[config.mk]
export PLATFORM = sky130hd
export DESIGN_NAME = tick_period_meter
export DESIGN_NICKNAME = d
export VERILOG_FILES = /design/src/rtl/tick_meter_pkg.sv /design/src/rtl/pulse_sync_edge.sv /design/src/rtl/tick_period_meter.sv
export SDC_FILE = /design/constraint.sdc
export NUM_CORES = 1
export LEC_CHECK = 0
export CORE_MARGIN = 4
export CORE_UTILIZATION = 53
export DETAILED_ROUTE_END_ITERATION = 7
export PLACE_DENSITY_LB_ADDON = 0.12
export SYNTH_ARGS = -nofsm -noshare
export SYNTH_HDL_FRONTEND = slang
export SYNTH_SLANG_ARGS = --single-unit
[constraint.sdc]
create_clock -name inclk -period 2.8 [get_ports inclk]
set_clock_uncertainty 0.2 [all_clocks]
set_input_delay 0.56 -clock inclk [delete_from_list [all_inputs] [get_ports inclk]]
set_output_delay 0.56 -clock inclk [all_outputs]
set_load 0.005 [all_outputs]
[src/rtl/tick_meter_pkg.sv]
// Shared types and default constants for the tick period meter and its helpers.
package tick_meter_pkg;

  typedef enum logic {
    IDLE,
    MEASURE
  } meter_state_t;

  localparam int unsigned          TM_WIDTH       = 20;
  localparam logic [TM_WIDTH-1:0]  TM_TIMEOUT     = 20'hFFFFF;
  localparam int unsigned          TM_SYNC_STAGES = 2;

endpackage

[src/rtl/pulse_sync_edge.sv]
// N-stage synchronizer for an asynchronous pulse followed by a one-cycle rising-edge detector.
module pulse_sync_edge #(
  parameter int unsigned STAGES = 2
) (
  input  logic inclk,
  input  logic rst_n,
  input  logic async_in,
  output logic rise
);

  logic [STAGES-1:0] sync_q;
  logic              prev_q;

  always_ff @(posedge inclk) begin
    if (!rst_n) begin
      sync_q <= '0;
      prev_q <= 1'b0;
    end else begin
      sync_q <= {sync_q[STAGES-2:0], async_in};
      prev_q <= sync_q[STAGES-1];
    end
  end

  assign rise = sync_q[STAGES-1] & ~prev_q;

endmodule

[src/rtl/tick_period_meter.sv]
// Measures inclk cycles between rising edges of pulse_in and offers each period over valid/ready,
// flagging lost pulses (timeout) and measurements dropped under backpressure (overrun).
module tick_period_meter
  import tick_meter_pkg::*;
#(
  parameter int unsigned      WIDTH       = TM_WIDTH,
  parameter logic [WIDTH-1:0] TIMEOUT     = WIDTH'(TM_TIMEOUT),
  parameter int unsigned      SYNC_STAGES = TM_SYNC_STAGES
) (
  input  logic             inclk,
  input  logic             rst_n,
  input  logic             pulse_in,
  output logic [WIDTH-1:0] period,
  output logic             period_valid,
  input  logic             period_ready,
  output logic             timeout,
  output logic             overrun
);

  meter_state_t     state_q, state_d;
  logic [WIDTH-1:0] cnt_q, cnt_d;
  logic [WIDTH-1:0] period_q, period_d;
  logic             valid_q, valid_d;
  logic             timeout_q, timeout_d;
  logic             overrun_q, overrun_d;
  logic             rise;
  logic             capture;

  pulse_sync_edge #(
    .STAGES(SYNC_STAGES)
  ) u_sync (
    .inclk   (inclk),
    .rst_n   (rst_n),
    .async_in(pulse_in),
    .rise    (rise)
  );

  always_comb begin
    state_d   = state_q;
    cnt_d     = cnt_q;
    period_d  = period_q;
    valid_d   = valid_q;
    timeout_d = timeout_q;
    overrun_d = overrun_q;
    capture   = 1'b0;

    unique case (state_q)
      IDLE: begin
        cnt_d = '0;
        if (rise) begin
          cnt_d     = WIDTH'(1);
          state_d   = MEASURE;
          timeout_d = 1'b0;
        end
      end
      MEASURE: begin
        // An edge on the terminal-count cycle is a normal capture, not a timeout.
        if (rise) begin
          capture = 1'b1;
          cnt_d   = WIDTH'(1);
        end else if (cnt_q == TIMEOUT) begin
          timeout_d = 1'b1;
          cnt_d     = '0;
          state_d   = IDLE;
        end else begin
          cnt_d = cnt_q + WIDTH'(1);
        end
      end
      default: state_d = IDLE;
    endcase

    if (capture) begin
      if (!valid_q || period_ready) begin
        period_d = cnt_q;
        valid_d  = 1'b1;
      end else begin
        overrun_d = 1'b1;
      end
    end else if (valid_q && period_ready) begin
      valid_d = 1'b0;
    end
  end

  always_ff @(posedge inclk) begin
    if (!rst_n) begin
      state_q   <= IDLE;
      cnt_q     <= '0;
      period_q  <= '0;
      valid_q   <= 1'b0;
      timeout_q <= 1'b0;
      overrun_q <= 1'b0;
    end else begin
      state_q   <= state_d;
      cnt_q     <= cnt_d;
      period_q  <= period_d;
      valid_q   <= valid_d;
      timeout_q <= timeout_d;
      overrun_q <= overrun_d;
    end
  end

  assign period       = period_q;
  assign period_valid = valid_q;
  assign timeout      = timeout_q;
  assign overrun      = overrun_q;

endmodule
* Word level (Yosys, flattened, before mapping)
Index checks and enable logic that the tools add are counted.
Storage, ports and cells: logic and storage cells 42, register bits 47, bits of input ports 4, output and inout port bits 23
Operators by class: mux-type cells 16, reduce and logical (&&, ||, !) cells 8, $add $sub $neg 1, bitwise gates (word level) 4, eq/ne operators 5
Operators by type and width (count):
- 20-bit two-way mux | 2
- 20-bit case mux with 2 select lines | 1
- 20-bit by 1-bit adder with 20-bit output, second input constant | 1
- 20-bit == test, second input constant | 1
- 1-bit two-way mux | 11
- 2-bit AND reduction | 3
- 2-bit by 1-bit != test with 1-bit output, second input constant | 2
- 2-bit != test, second input constant | 2
- 1-bit case mux with 2 select lines | 2
- 1-bit inverter | 3
- 3-bit AND reduction | 1
- 2-bit nonzero test | 1
- 1-bit AND | 1
- 1-bit logical AND | 1
- 1-bit logical NOT | 1
- 1-bit logical OR | 1

* Logic depth before layout (Yosys ltp)
word-level depth 6, mapped depth 6, gate-level depth less buffers 5

* By module
From an unflattened synthesis, not the netlist that was laid out.
Second synthesis, totals: cells, all modules 217, area total of the unflattened synthesis 1909.3 um^2
Modules (own cells, without submodules):
- tick_period_meter | seq. area each 880.8 um^2, area each 1816.7 um^2, cells each 210, instances 1
- pulse_sync_edge | seq. area each 60.1 um^2, area each 92.6 um^2, cells each 7, instances 1

* Least setup slack after synthesis
Ideal clock, no wire load.
path type reg2reg, start register cnt_q[0], end register cnt_q[14], path buffers 1, cell stages (with the launch flop) 7, clock period less this slack 2104 ps, setup slack 696 ps, required time 2485 ps, arrival 1789 ps, library setup time 115 ps, path through dfxtp_1 -> ha_1 -> nand3_1 -> or4_4 -> o31ai_4 -> buf_6 -> nor2_1
Between the ends: word-level cells in the longest chain between the ends 4, elaborated cells between the ends (all ways) 5, classes of those cells 1 x add/sub; 1 x eq/ne; 3 x mux
RTL lines:
- start, declared | RTL line tick_period_meter.sv:21 | logic [WIDTH-1:0] cnt_q, cnt_d;
- start signal, assigned | RTL line tick_period_meter.sv:94 | cnt_q <= cnt_d;
- 20-bit by 1-bit adder with 20-bit output or 20-bit == test (tied branches) | RTL line tick_period_meter.sv:66, tick_period_meter.sv:61
- 20-bit two-way mux * | RTL line tick_period_meter.sv:61 | end else if (cnt_q == TIMEOUT) begin
- 20-bit two-way mux * | RTL line tick_period_meter.sv:58 | if (rise) begin
- 20-bit case mux with 2 select lines * | RTL line tick_period_meter.sv:47 | unique case (state_q)
Mark *: on every way between the ends. The rest lies on a longest branch, timed or not. A chain may end at the register's enable or synchronous reset.

* Worst setup path in the final report
start register cnt_q[0], end register cnt_q[0]
Same word-level chain as after synthesis.

==> results.yml <==
synth:
  syn-num-nets: 217
  ys_ff_latch: 47
  syn_inst: 212
  synth_mux_area_share_pct: 0
  yosys.area_share.simple_pct: 27.60
  synth_area_per_cell_sq_um: 8.853
  synth-edff-count: 0
  synth_async_sr_flop_share_pct: 0
  yosysSeqAreaShare_pct: 50.13
  synthAdderAreaFrac_pct: 0.6667
  synth_top_family_by_area: "simple AND/OR/NAND/NOR gates"
  synth_area_sq_mm: 0.001877
  synth_xor_area_share_pct: 6.067
  synth_warnings: 0
  synth_compound_area_share_pct: 13.13
  yosysUniqueCellTypes: 32
  ys.flop_type: "dfxtp_1"
clock_tree:
  insertion_delay_ns: 0.34
  cts_made_buffers: 5
  post_cts_buffers: 0
  cts_root_buf: "clkbuf_4"
  h-tree-depth: 2
  ctsHoldBuffers: 0
  post_cts_resized: 0
  clkSlewWorstSetupHoldPaths_ns: 0.12
  cts_tree: "done"
  clock_sinks: 47
  cts_max_path_buffers: 2
worst_setup_path:
  path_class: "register to register"
  crit_path_start: "cnt_q[0]"
  worstPathRequired_ns: 2.81
  crit_path_end_kind: "register"
  regToRegSetupSlack_ns: 0.66
  r2r_end: "cnt_q[0]"
  worst_ep_arrival_time_ns: 2.15
  crit_fanout: 6
  ff2ff_path_depth: 6
  r2r-start: "cnt_q[0]"
  critPathLaunchType: "register"
sta:
  setup_viol: 0
  max_slew_margin_pct: 50.36
  hold_violations: 0
  fmax_mhz: 467.4
  setup_tns_ns: 0
  drv_slew: 0
  period_share_pct: 76.42
  tightest_slew_ns: 0.7426
  fin_crit_ns: 2.140
  grt_setup_unrepaired: "false"
place:
  dpl-instance-area_sq_mm: 0.002187
  hpwlAfterDp_um: 2864
  portBuffers: 26
  gp_congestion: 0.7846
route:
  vias: 1551
  detail_route.wl_per_cell_um: 13.26
  dr.pass1.iters: 5
  drc: 0
  antenna_left: 0
  vias_per_cell: 5.385
  wirelength_um: 3819
  dr.first_iter.drc_count: 113
min_path:
  hp-class: "register to register"
  hold_end: "u_sync.sync_q[1]"
  hold_depth: 1
  hold_start: "u_sync.sync_q[0]"
cells_and_area:
  fillers: 278
  multi_input_area_sq_um: 890.9
  register_area_sq_um: 940.9
  fin_nets: 246
  design_area_sq_mm: 0.002256
  area_growth_pct: 20.20
  diodes: 0
  drive_above_1_share_pct: 7.025
floorplanning:
  initial_core_util_pct: 55.37
  dieArea_sq_mm: 0.004557
  io_pins: 27
  die_w_um: 67.51
  core-area_sq_mm: 0.003390
  fp.dieH_um: 67.51
  row_count: 21
pwr:
  power.density_mw_per_mm2: 463.9
  vdd_drop_max_uv: 327.8
  p_leak_nw: 0.7103
global_route:
  antenna_found_initial: 0
  grt-ovfl-total: 0
  grt_start_max_net_pins: 29
  grt_pass1_vias: 1512
  grt.total_usage_pct: 18.86
  grt_pass1_wl_um: 6534
status:
  status: "complete, no violations"
job:
  max_cap_violations: 0
## worst max-delay path by stage
stage | to | cells past startpoint
2_1_floorplan | cnt_q[14] | 6
3_3_place_gp | cnt_q[19] | 5
3_5_place_dp | period[18] | 5
4_1_cts | cnt_q[0] | 6
5_1_grt | cnt_q[0] | 6
6_report | cnt_q[0] | 6
## stage by stage
| stage | setup slack (ns) | power [mW] | std cells | hold slack, ns | util (%) |
|---|---|---|---|---|---|
| after global placement | 0.4866 | 0.7156 | 280 | 0.2218 | 64.53 |
| final | 0.6603 | 1.047 | 288 | 0.2543 | 66.56 |
| after floorplan | 0.6965 | 0.7074 | 212 | 0.2119 | - |
| after detailed placement | 0.3685 | 0.7173 | 280 | 0.2278 | 64.53 |
| after CTS | 0.6337 | 1.060 | 288 | 0.2606 | 66.56 |
| after global routing | 0.4470 | 1.091 | 288 | 0.2758 | 66.56 |
## per-layer routing
layer  global-route usage, %  vias up  wire length, um
li1                        -      783                -
met1                   21.78      717             1568
met2                   33.54       47             1976
met3                   4.326        4              238
met4                   7.089        0               36
met5                       0        -                0
## worst max-delay path: stages (launching register included)
cell	delay [ns]
dfxtp_1	0.42
ha_1	0.21
nand3_1	0.10
buf_4	0.18
nor3_1	0.22
nor4b_1	0.49
o21ai_0	0.19
## registers in the layout (all words and copies together), names as in the netlist
signal	count
period	20
cnt_q	20
overrun	1
timeout	1
state_q	1
u_sync.sync_q	2
period_valid	1
u_sync.prev_q	1
## power breakdown
| group | switching, mW | internal, mW | leakage, nW |
|---|---|---|---|
| combinational | 0.0138 | 0.0131 | 0.293 |
| sequential | 0.00287 | 0.672 | 0.379 |
| clock | 0.196 | 0.148 | 0.0386 |
| total | 0.213 | 0.833 | 0.710 |
## final cells by class
cell class	instances	share of cell area, %
flip-flops and latches	47	41.71
clock buffers	8	3.050
inverters	2	0.3328
repair buffers	30	12.87
multi-input cells	155	39.49
well taps	46	2.551
## cell families (layout without fill, tap and decap cells)
kind of cell,Yosys count,count (layout)
adders and majority gates,1,1
xor gates and xnor gates,13,13
and+or+nand+nor,107,107
DFF,47,47
buffers and inverters,10,40
AOI/OAI and AO/OA,34,34
## cell usage after synthesis (6+ instances only)
library cell  instances  share of area (%)
nand2_1              48                9.6
dfxtp_1              47                 50
a21boi_0             21                8.4
nor2_1               18                3.6
nand3_1               9                2.4
clkbuf_1              7                1.4
nand4_1               7                2.3
xor2_1                7                3.3
o21ai_0               6                1.6
xnor2_1               6                2.8
## layout by cell type (no fill, tap or decap), types with 5 or more instances in the layout
| cell | n |
|---|---|
| clkdlybuf4s50_1 | 26 |
| a21boi_0 | 21 |
| xnor2_1 | 6 |
| xor2_1 | 7 |
| dfxtp_1 | 47 |
| nand4_1 | 7 |
| nor2_1 | 18 |
| nand2_1 | 48 |
| nand3_1 | 9 |
| clkbuf_4 | 5 |
| o21ai_0 | 6 |
Power figures use the tool's default switching activity.
